--- src/rtl/instr_fetch_unit.sv ---
// rtl/instr_fetch_unit.sv - in-order instruction fetch stage with redirect, stale-response drop and decode pre-slicing
//
// Ports:
//   clk, rst_n                     clock (rising edge), synchronous active-low reset
//   imem_req_valid/ready/addr      fetch request channel, address = current PC
//   imem_rsp_valid/data            in-order instruction responses, one per accepted request
//   redirect_valid/target          taken branch/jump from execute
//   if_valid/ready                 handshake to decode
//   if_instr, if_pc, if_pc_plus4   head instruction and its PC
//   if_op, if_funct3, if_funct7    pre-sliced fields of if_instr

module instr_fetch_unit #(
    parameter int                    DATA_WIDTH = 32,
    parameter logic [DATA_WIDTH-1:0] RESET_PC   = '0,
    parameter int                    FIFO_DEPTH = 2
) (
    input  logic                  clk,
    input  logic                  rst_n,
    output logic                  imem_req_valid,
    input  logic                  imem_req_ready,
    output logic [DATA_WIDTH-1:0] imem_req_addr,
    input  logic                  imem_rsp_valid,
    input  logic [DATA_WIDTH-1:0] imem_rsp_data,
    input  logic                  redirect_valid,
    input  logic [DATA_WIDTH-1:0] redirect_target,
    output logic                  if_valid,
    input  logic                  if_ready,
    output logic [DATA_WIDTH-1:0] if_instr,
    output logic [DATA_WIDTH-1:0] if_pc,
    output logic [DATA_WIDTH-1:0] if_pc_plus4,
    output logic [6:0]            if_op,
    output logic [2:0]            if_funct3,
    output logic [6:0]            if_funct7
);

    localparam int AW = (FIFO_DEPTH > 1) ? $clog2(FIFO_DEPTH) : 1;
    localparam int CW = $clog2(FIFO_DEPTH + 1);
    localparam logic [CW:0] L_DEPTH = (CW+1)'(FIFO_DEPTH);

    logic [DATA_WIDTH-1:0] r_pc;
    logic [CW-1:0]         r_outstanding;
    logic [CW-1:0]         r_drop_cnt;
    logic [CW-1:0]         r_count;
    logic [AW-1:0]         r_wptr;
    logic [AW-1:0]         r_rptr;
    logic [AW-1:0]         r_req_wptr;
    logic [AW-1:0]         r_req_rptr;

    logic [DATA_WIDTH-1:0] r_instr_mem  [FIFO_DEPTH];
    logic [DATA_WIDTH-1:0] r_ipc_mem    [FIFO_DEPTH];
    logic [DATA_WIDTH-1:0] r_req_pc_mem [FIFO_DEPTH];

    logic                  w_room;
    logic                  w_issue;
    logic                  w_drop;
    logic                  w_push;
    logic                  w_pop;
    logic [DATA_WIDTH-1:0] w_rsp_pc;
    logic                  w_unused_tgt_lsb;

    // Outstanding plus buffered never exceeds the FIFO depth, so every
    // response has a guaranteed slot and no response-side backpressure exists.
    assign w_room  = ({1'b0, r_outstanding} + {1'b0, r_count}) < L_DEPTH;
    assign imem_req_valid = rst_n & ~redirect_valid & w_room;
    assign imem_req_addr  = r_pc;
    assign w_issue = imem_req_valid & imem_req_ready;

    // A response in a redirect cycle is stale by definition; it is not pushed
    // and is accounted for through the drop counter reload below.
    assign w_drop  = imem_rsp_valid & (r_drop_cnt != '0);
    assign w_push  = imem_rsp_valid & ~redirect_valid & (r_drop_cnt == '0);

    assign if_valid = rst_n & (r_count != '0) & ~redirect_valid;
    assign w_pop    = if_valid & if_ready;

    // Side FIFO of issued PCs: popped by every response, kept or dropped,
    // so its head always pairs with the response on the bus.
    assign w_rsp_pc = r_req_pc_mem[r_req_rptr];

    assign if_instr    = r_instr_mem[r_rptr];
    assign if_pc       = r_ipc_mem[r_rptr];
    assign if_pc_plus4 = if_pc + DATA_WIDTH'(4);
    assign if_op       = if_instr[6:0];
    assign if_funct3   = if_instr[14:12];
    assign if_funct7   = if_instr[31:25];

    assign w_unused_tgt_lsb = ^redirect_target[1:0];

    always_ff @(posedge clk) begin
        if (w_issue) begin
            r_req_pc_mem[r_req_wptr] <= r_pc;
        end
        if (w_push) begin
            r_instr_mem[r_wptr] <= imem_rsp_data;
            r_ipc_mem[r_wptr]   <= w_rsp_pc;
        end
    end

    always_ff @(posedge clk) begin
        if (!rst_n) begin
            r_pc          <= RESET_PC;
            r_outstanding <= '0;
            r_drop_cnt    <= '0;
            r_count       <= '0;
            r_wptr        <= '0;
            r_rptr        <= '0;
            r_req_wptr    <= '0;
            r_req_rptr    <= '0;
        end else begin
            if (w_issue) begin
                r_req_wptr <= r_req_wptr + AW'(1);
            end
            if (imem_rsp_valid) begin
                r_req_rptr <= r_req_rptr + AW'(1);
            end
            r_outstanding <= r_outstanding + CW'(w_issue) - CW'(imem_rsp_valid);

            if (redirect_valid) begin
                r_pc    <= {redirect_target[DATA_WIDTH-1:2], 2'b00};
                r_count <= '0;
                r_wptr  <= '0;
                r_rptr  <= '0;
                // Every request still in flight after this edge is stale.
                // drop_cnt is always a subset of outstanding, so reloading from
                // outstanding (rather than adding) keeps back-to-back redirects
                // from counting the same request twice.
                r_drop_cnt <= r_outstanding - CW'(imem_rsp_valid);
            end else begin
                if (w_issue) begin
                    r_pc <= r_pc + DATA_WIDTH'(4);
                end
                if (w_drop) begin
                    r_drop_cnt <= r_drop_cnt - CW'(1);
                end
                if (w_push) begin
                    r_wptr <= r_wptr + AW'(1);
                end
                if (w_pop) begin
                    r_rptr <= r_rptr + AW'(1);
                end
                r_count <= r_count + CW'(w_push) - CW'(w_pop);
            end
        end
    end

endmodule

--- config.mk ---
export PLATFORM = sky130hd
export DESIGN_NAME = instr_fetch_unit
export DESIGN_NICKNAME = d
export VERILOG_FILES = /design/src/rtl/instr_fetch_unit.sv
export SDC_FILE = /design/constraint.sdc
export NUM_CORES = 1
export LEC_CHECK = 0
export CAP_MARGIN = 15
export CORE_UTILIZATION = 46
export CTS_CLUSTER_SIZE = 20
export DETAILED_ROUTE_END_ITERATION = 6
export PLACE_DENSITY = 0.77
export SKIP_LAST_GASP = 1
export SLEW_MARGIN = 20
export SYNTH_ARGS = -nofsm -noshare
export SYNTH_HDL_FRONTEND = slang
export SYNTH_SLANG_ARGS = --single-unit
--- constraint.sdc ---
create_clock -name clk -period 4.1 [get_ports clk]
set_input_delay 0.615 -clock clk [delete_from_list [all_inputs] [get_ports clk]]
set_output_delay 0.615 -clock clk [all_outputs]
set_load 0.02 [all_outputs]
==> results of run 1 <==
==> path summary, 6_finish.rpt <==
path / slack (ns) / to
hold / removal: 0.52 / r_rptr
setup / recovery: 0.23 / if_pc_plus4[26]
hold reg to reg: 0.52 / r_rptr
setup reg to reg: 1.28 / imem_req_addr[15]
==> layer usage <==
metal / up-vias / track usage, % / wire length [um]
li1: 3130 / - / -
met1: 3123 / 26.40 / 9313
met2: 271 / 31.67 / 10050
met3: 31 / 3.313 / 1630
met4: 0 / 4.588 / 356
met5: - / 0 / 0
==> registers in the layout (all words and copies together) (netlist names), named ones only <==
signal and flops:
r_wptr 1, r_count 2, r_rptr 1, r_outstanding 2, r_req_wptr 1, r_ipc_mem 60
r_req_rptr 1, r_req_pc_mem 60, imem_req_addr 30, r_drop_cnt 2, r_instr_mem 64
==> Yosys cell counts (6+ instances only) <==
cell type / n
edfxtp_1: 184
mux2_2: 90
nand2_1: 57
dfxtp_1: 42
nor2_1: 39
nand3_1: 30
a21oi_1: 28
buf_4: 23
xnor2_1: 18
xor2_1: 18
clkbuf_1: 17
inv_1: 16
nand4_1: 16
o21ai_0: 16
a31oi_1: 15
and3_1: 11
and2_1: 10
ha_1: 8
nor3_1: 7
mux2i_1: 6
==> metrics by stage <==
step | util [%] | hold WS (ns) | area [um2] | power, mW | TNS, ns
floorplan | - | 0.4799 | 9852 | 3.025 | -10.49
global placement | 57.64 | 0.4950 | 12120 | 3.297 | 0
detailed placement | 57.64 | 0.5167 | 12120 | 3.311 | 0
CTS | 61.70 | 0.5328 | 12970 | 5.573 | 0
global route | 61.82 | 0.5544 | 13000 | 5.723 | -0.001430
finish | 61.82 | 0.5220 | 13000 | 5.532 | 0
==> layout by cell type (no fill, tap or decap), types with 8 or more instances in the layout <==
cell | synthesis | routed
a21oi_1 | 28 | 28
ha_1 | 8 | 8
edfxtp_1 | 184 | 184
nor2_1 | 39 | 36
clkdlybuf4s50_1 | 0 | 208
and2_1 | 10 | 10
buf_4 | 23 | 14
nand3_1 | 30 | 30
clkbuf_16 | 0 | 25
o21ai_0 | 16 | 16
a31oi_1 | 15 | 15
nand4_1 | 16 | 16
xnor2_1 | 18 | 18
nand2_1 | 57 | 57
dfxtp_1 | 42 | 41
mux2_2 | 90 | 90
inv_1 | 16 | 16
xor2_1 | 18 | 18
and3_1 | 11 | 11
==> power by group <==
| group | total (mW) | switching (mW) | internal (mW) |
|---|---|---|---|
| logic | 0.622 | 0.322 | 0.301 |
| clock network | 2.27 | 0.844 | 1.42 |
| registers | 2.64 | 0.0619 | 2.58 |
==> cell families after synthesis <==
kind of cell | after synthesis | share of synthesized area [%]
buf+inv | 68 | 3.614
fa+ha+maj | 9 | 1.222
xor+xnor | 36 | 3.206
other cells | 1 | 0.03814
mux | 96 | 10.92
compound gates | 88 | 5.573
flops | 226 | 64.74
simple gates | 204 | 10.69
==> timing repair <==
action                     4_1_cts  5_1_grt
gates resized for setup          0        2
setup buffers                    0        1
setup endpoints to repair        0        3
==> worst max-delay path, stage by stage, from the launching register on <==
cell and delay (ns):
dfxtp_4 0.50, mux2i_1 0.14, inv_1 0.09, ha_1 0.29
nand2_1 0.09, o22ai_1 0.15, buf_4 0.16, nand2_1 0.18
nor3b_1 0.29, xor2_1 0.20, clkdlybuf4s50_1 0.67
==> area by class of cell <==
cell class / count / share of cell area (%)
clock buffer: 33 / 5.276
clock inverter: 11 / 1.290
inverter: 18 / 0.5199
multi-input combinational: 439 / 24.30
sequential: 226 / 49.02
tap: 275 / 2.648
timing repair buffer: 223 / 16.95
==> out/results.txt, run 1 <==
Avg Synthesized Cell Area - 13.51 um2
FF-to-FF path depth - 8
height of the die - 148.2 um
status - complete, no violations
hold path cells - 2
Worst EP arrival - 3.26 ns
Tightest Pin Transition - 1.049 ns
Die W - 148.2 um
R2R Path Start - r_outstanding[0]
antenna viol nets, final - 0
maximum vdd ir drop - 0.2769 mV
via count - 6555
worst min path class - flop to flop
EDFF count, synth - 184
Clock Skew - 0.007944 ns
# diodes - 0
synth unique cells - 57
Leak - 4.409 nW
drt wl/cell - 17.43 um
f_max - 0.2581 GHz
antenna violations before repair - 0
IO Count - 217
root buffer cell - clkbuf_16
relative slew slack - 30.08%
DRC - 0
share of cells above drive strength 1 - 16.32%
Sink Count - 226
Yosys warning total - 0
area of the multi-input gates - 3158 um2
cells after synthesis - 728
Starting Density - 46.78%
CP Max Fanout - 20
Final Net Count - 1011
Final HPWL DP - 15.05 mm
Final period util - 94.51%
hold buffer count at cts - 0
Synth area leaders - edfxtp_1, mux2_2, dfxtp_1, nand2_1, buf_4
Final Wtd Congestion - 0.8421
PwrDens - 425.7 nW/um2
final critical-path required period - 3.875 ns
CTS H-tree depth - 1
gr usage total - 19.19%
die area - 21960 um2
post-route setup slack - 0.2251 ns
crit path kind - flop to primary output
FP Rows - 53
CTS tree - built
final hold vios - 0
CTS max path bufs - 3
Initial DRC Count - 401
cell area after synthesis - 9833 um2
Port Buf Inserts - 208
CP required - 3.48 ns
largest net degree at the start of global routing - 39
Synth area leader - edfxtp_1
crit end category - primary output
number of max-cap violations - 0
most used flip-flop cell after synthesis - edfxtp_1
Reg area - 6370 um2
cts bufs inserted - 24
Place WS - 0.6246 ns
Final setup viols - 0
placed insts - 1180
top-area cell type share of the netlist area - 56.19%
grt ovf - 0
Finished Layout Cells - 1225
vias in the first global route - 6258
post-synthesis sequential area ratio - 64.74%
critical path launch point type - flop
Final Slew Violations - 0
drt first pass iters - 7
Routed WL - 21.35 mm
Seq cells post-synth - 226
CORE AREA - 21020 um2
clk slew on worst S/H paths - 0.06 ns
global-route wire length before repair - 33.06 mm
hold_sp - r_rptr
clk_lat worst skew - 0.50 ns
filler instances - 1595
area growth from synthesis to layout - 32.15%
ys async rst share - 0%
via/cell ratio - 5.351
(Power assumes the default switching activity.)
==> run 2, diff against run 1 <==
--- a/config.mk
+++ b/config.mk
@@ -6,12 +6,11 @@
 export NUM_CORES = 1
 export LEC_CHECK = 0
 export CAP_MARGIN = 15
-export CORE_UTILIZATION = 46
+export CORE_UTILIZATION = 51
 export CTS_CLUSTER_SIZE = 20
 export DETAILED_ROUTE_END_ITERATION = 6
-export PLACE_DENSITY = 0.77
+export PLACE_DENSITY = 0.81
 export SKIP_LAST_GASP = 1
-export SLEW_MARGIN = 20
 export SYNTH_ARGS = -nofsm -noshare
 export SYNTH_HDL_FRONTEND = slang
 export SYNTH_SLANG_ARGS = --single-unit
==> constraint.sdc (replaced) <==
create_clock -name clk -period 3.9 [get_ports clk]
set_input_delay 0.585 -clock clk [delete_from_list [all_inputs] [get_ports clk]]
set_output_delay 0.585 -clock clk [all_outputs]
set_load 0.02 [all_outputs]
==> run 2 against run 1 <==
Via count grew 0.11%. Combinational power grew 5.5%. Final area shrank 0.96%. Register-to-register slack lost 0.15 ns. Utilization grew 6.5 points. Sequential share of layout area grew 0.48 points. Critical path depth shrank 2. Count of clock-buffer cells in the layout shrank 1. Non-clock buffer count grew 2. Clock power shrank 11%. Sequential cell count is the same. Critical path type unchanged. Highest routed layer unchanged.
==> out/results.txt, run 2 (synthesis results as in run 1) <==
FP Rows - 50
drt wl/cell - 17.68 um
Initial DRC Count - 398
number of post-CTS setup repair buffers - 0
Final Wtd Congestion - 0.8363
share of cells above drive strength 1 - 15.70%
f_max - 0.2691 GHz
DRC - 0
Clock Skew - 0.01016 ns
Finished Layout Cells - 1209
Tightest Pin Transition - 1.051 ns
CTS max path bufs - 3
Starting Density - 52.22%
PwrDens - 423.5 nW/um2
vias in the first global route - 6282
number of max-cap violations - 0
most frequent cells in the layout - clkdlybuf4s50_1, edfxtp_1, mux2_2
Leak - 4.374 nW
via/cell ratio - 5.428
clk_lat worst skew - 0.50 ns
slowest CP cell - clkdlybuf4s50_1
worst min path class - flop to flop
CORE AREA - 18830 um2
fin area - 12870 um2
CTS H-tree depth - 1
largest registers - r_instr_mem (64), r_ipc_mem (60), r_req_pc_mem (60)
Sink Count - 226
hold_sp - r_req_rptr
placed insts - 1167
reg-to-reg endpoint - imem_req_addr[15]
via count - 6562
maximum vdd ir drop - 0.2683 mV
Routed WL - 21.38 mm
height of the die - 140.9 um
max reg flops - 64
Die W - 140.9 um
commonest non-fill, non-tap cell in the layout - clkdlybuf4s50_1
relative slew slack - 29.95%
final critical-path required period - 3.717 ns
placed instance area - 12130 um2
# diodes - 0
largest net degree at the start of global routing - 43
CP required - 3.31 ns
IO Count - 217
cts bufs inserted - 23
register with the most flip-flops - r_instr_mem
root buffer cell - clkbuf_16
crit path cell chain - mux2_2 -> ha_1 -> nand2_1 -> o22ai_1 -> nand2_2 -> nor4_2 -> xor2_1 -> clkdlybuf4s50_1
area growth from synthesis to layout - 30.88%
Final period util - 95.30%
grt ovf - 0
critical path launch point type - flop
die area - 19840 um2
Port Buf Inserts - 208
post-route setup slack - 0.1833 ns
hold buffer count at cts - 0
clk slew on worst S/H paths - 0.06 ns
r2r setup slk - 1.13 ns
Final Net Count - 1012
hold_ws - 0.5191 ns
Worst EP arrival - 3.13 ns
antenna violations before repair - 0
final hold vios - 0
antenna viol nets, final - 0
drt first pass iters - 7
global-route wire length before repair - 33.38 mm
hold path cells - 2
FF-to-FF path depth - 8
Final Slew Violations - 0
Place WS - 0.4333 ns
RSZ-0062 raised after global routing - no
R2R Path Start - r_outstanding[0]
gr usage total - 21.60%
Final HPWL DP - 14.43 mm
CTS tree - built
Final setup viols - 0
filler instances - 1289
status - complete, no violations
crit path kind - flop to primary output
CP Max Fanout - 6
Crit path largest cell delay - 0.62 ns
crit end category - primary output
-- run 2: per-layer routing --
layer  vias up  GRT usage (%)  wire, um
met4         0          6.865       470
met5         -              0         0
met3        40          5.129      1954
met1      3097          28.25      8858
met2       314          35.69     10090
li1       3111              -         -
-- run 2: through the flow --
stage / TNS, ns / power, mW / utilization, %
3_5_place_dp: 0 / 3.480 / 64.39
5_1_grt: 0 / 5.644 / 68.35
2_1_floorplan: -31.57 / 3.180 / -
3_3_place_gp: 0 / 3.466 / 64.39
6_report: 0 / 5.451 / 68.35
4_1_cts: 0 / 5.490 / 68.29
-- run 2: worst max-delay path by stage --
stage                         startpoint                 to  slack (ns)  cells past startpoint
after floorplan           redirect_valid  r_instr_mem[0][0]       -0.25                      4
after global placement              flop    if_pc_plus4[30]        0.49                      8
after detailed placement            flop    if_pc_plus4[30]        0.43                      8
after CTS                           flop    if_pc_plus4[31]        0.09                      8
after global routing                flop    if_pc_plus4[20]        0.01                     10
final                               flop    if_pc_plus4[30]        0.18                      8
-- run 2: where the power goes --
| group | internal (mW) | switching, mW | total (mW) |
|---|---|---|---|
| Sequential | 2.71 | 0.0677 | 2.78 |
| Combinational | 0.318 | 0.339 | 0.656 |
| Clock | 1.17 | 0.843 | 2.01 |
| Total | 4.20 | 1.25 | 5.45 |
-- run 2: final cells by class --
class / instances / area (um2) / share of cell area (%)
well taps: 260 / 325.3 / 2.528
multi-input cells: 439 / 3162 / 24.57
clock buffers: 32 / 619.3 / 4.812
flip-flops and latches: 226 / 6370 / 49.49
repair buffers: 225 / 2257 / 17.54
inverters: 18 / 67.56 / 0.5250
clock inverters: 9 / 68.82 / 0.5347
-- run 2: critical path, delay by kind of cell, from the launching register on --
family                     cells  cell delay [ns]
muxes                          1             0.25
adders and majority gates      1             0.27
and+or+nand+nor                3             0.61
AOI/OAI and AO/OA              1             0.31
xor gates and xnor gates       1             0.18
DFF                            1             0.39
buffers and inverters          1             0.62
-- run 2: repair_timing --
item	CTS	global route
cloned	1	0
hold endpoints to repair	0	0
gates resized for setup	2	3
setup endpoints to repair	2	7
==> run 3, diff against run 2 <==
--- a/config.mk
+++ b/config.mk
@@ -6,10 +6,10 @@
 export NUM_CORES = 1
 export LEC_CHECK = 0
 export CAP_MARGIN = 15
-export CORE_UTILIZATION = 51
+export CORE_UTILIZATION = 47
 export CTS_CLUSTER_SIZE = 20
 export DETAILED_ROUTE_END_ITERATION = 6
-export PLACE_DENSITY = 0.81
+export PLACE_DENSITY = 0.75
 export SKIP_LAST_GASP = 1
 export SYNTH_ARGS = -nofsm -noshare
 export SYNTH_HDL_FRONTEND = slang
==> run 3 against run 2 <==
Routed wire length down 0.82%. Global-route usage down 2.1 points. Utilization down 5.0 points. Die area grew 8.4%. Cell count rose by 1.1%. Register-to-register slack better by 0.04 ns. Hold slack better by 0.0018 ns. Critical path depth unchanged. Power is 0.34% higher. Clock skew up 0.0075 ns. Critical endpoint is now if_pc_plus4[31]. Clock power hardly changed.
==> out/results.txt, run 3 (synthesis results as in run 1) <==
status - complete, no violations
f_max - 0.2662 GHz
fin area - 12900 um2
via/cell ratio - 5.347
maximum vdd ir drop - 0.3101 mV
worst min path class - flop to flop
share of cells above drive strength 1 - 15.65%
post-route setup slack - 0.1438 ns
hold_sp - r_req_rptr
antenna violations before repair - 0
placed insts - 1179
die area - 21500 um2
final core occ - 63.34%
Endpoint, Worst Hold - r_req_rptr
final critical-path required period - 3.756 ns
Leak - 4.380 nW
Finished Layout Cells - 1222
cts bufs inserted - 24
Clock Skew - 0.01765 ns
largest registers - r_instr_mem (64), r_ipc_mem (60), r_req_pc_mem (60)
Initial DRC Count - 414
area growth from synthesis to layout - 31.19%
crit end category - primary output
hold path cells - 2
P_sw - 1.258 mW
Switching Share - 23.00%
largest net degree at the start of global routing - 63
drt first pass iters - 7
Sink Count - 226
Total Neg Setup Slack - 0 ns
CP Max Fanout - 15
IO Count - 217
total power - 5.469 mW
root buffer cell - clkbuf_16
r2r setup slk - 1.17 ns
# diodes - 0
CTS H-tree depth - 1
via count - 6534
Routed WL - 21.20 mm
commonest non-fill, non-tap cell in the layout - clkdlybuf4s50_1
global-route wire length before repair - 33.11 mm
clk_lat worst skew - 0.51 ns
register with the most flip-flops - r_instr_mem
R2R Path Start - r_outstanding[0]
combinational power share - 12.0%
FF-to-FF path depth - 8
Starting Density - 48.29%
P_int - 4.211 mW
gr usage total - 19.50%
Final Wtd Congestion - 0.8382
Final HPWL DP - 14.59 mm
part of the power in registers - 50.8%
reg-to-reg endpoint - imem_req_addr[26]
Die W - 146.6 um
placed instance area - 12170 um2
CORE AREA - 20360 um2
FP Rows - 52
RSZ-0062 raised after global routing - yes
crit path kind - flop to primary output
vias in the first global route - 6258
critical path launch point type - flop
relative slew slack - 26.25%
max reg flops - 64
grt ovf - 0
Port Buf Inserts - 208
PwrDens - 424.0 nW/um2
CP required - 3.31 ns
number of max-cap violations - 0
Tightest Pin Transition - 1.106 ns
Place WS - 0.5193 ns
drt wl/cell - 17.35 um
clk slew on worst S/H paths - 0.06 ns
Final setup viols - 0
CTS max path bufs - 3
antenna viol nets, final - 0
Clock Power Share - 37.2%
filler instances - 1565
most frequent cells in the layout - clkdlybuf4s50_1, edfxtp_1, mux2_2
Final Net Count - 1015
DRC - 0
final hold vios - 0
height of the die - 146.6 um
CTS tree - built
Final Slew Violations - 0
hold_ws - 0.5208 ns
Final period util - 96.31%
Worst EP arrival - 3.17 ns
run 3: changes by cell type in the layout (fill, tap and decap cells not counted), sizes merged:
cell,before,now
clkinvlp,2,1
clkbuf,32,36
bufinv,1,0
clkinv,7,6
buf,16,19
bufbuf,1,0
run 3: per-layer routing:
metal,routed length (um),part of all wire (%),global-route usage (%)
met5,0,0,0
met2,10000,47,32.39
met4,218,1.0,3.750
met1,9304,44,26.82
met3,1676,7.9,3.656
run 3: cell type report:
| cell class | instances | area [um2] | share of cell area [%] |
|---|---|---|---|
| well taps | 270 | 337.8 | 2.619 |
| clock buffers | 36 | 666.9 | 5.170 |
| repair buffers | 227 | 2252 | 17.46 |
| clock inverters | 6 | 40.04 | 0.3104 |
| flip-flops and latches | 226 | 6370 | 49.38 |
| multi-input cells | 439 | 3166 | 24.54 |
| inverters | 18 | 67.56 | 0.5238 |
run 3: critical path, cell delays in order, from the launching register on:
cell and delay, ns:
dfxtp_4 0.41, buf_4 0.21, nand3b_1 0.18, a222oi_1 0.34, buf_4 0.22, nand3_1 0.18, nor4b_2 0.33, xor2_1 0.17
clkdlybuf4s50_1 0.61
run 3: how the worst max path moves through the flow:
stage	from	endpoint	slack, ns	depth (start not counted)
floorplan	redirect_valid	r_instr_mem[0][0]	-0.25	4
global placement	flop	if_pc_plus4[30]	0.55	9
detailed placement	flop	if_pc_plus4[30]	0.52	9
CTS	flop	if_pc_plus4[31]	0.05	8
global route	flop	if_pc_plus4[26]	-0.01	8
finish	flop	if_pc_plus4[31]	0.14	8
run 3: power groups by stage:
| stage | registers [mW] | logic, mW | clock network (mW) |
|---|---|---|---|
| 2_1_floorplan | 2.84 | 0.345 | 0 |
| 3_3_place_gp | 2.82 | 0.646 | 0 |
| 3_5_place_dp | 2.83 | 0.656 | 0 |
| 4_1_cts | 2.78 | 0.661 | 2.07 |
| 5_1_grt | 2.79 | 0.702 | 2.17 |
| 6_report | 2.78 | 0.656 | 2.03 |
run 3: timing repair:
| item | in CTS | in global routing |
|---|---|---|
| setup buffers | 1 | 0 |
| hold endpoints to repair | 0 | 0 |
| hold buffers | 0 | 0 |
| setup endpoints to repair | 1 | 9 |
| gates resized for setup | 0 | 4 |
| pin swaps | 0 | 1 |
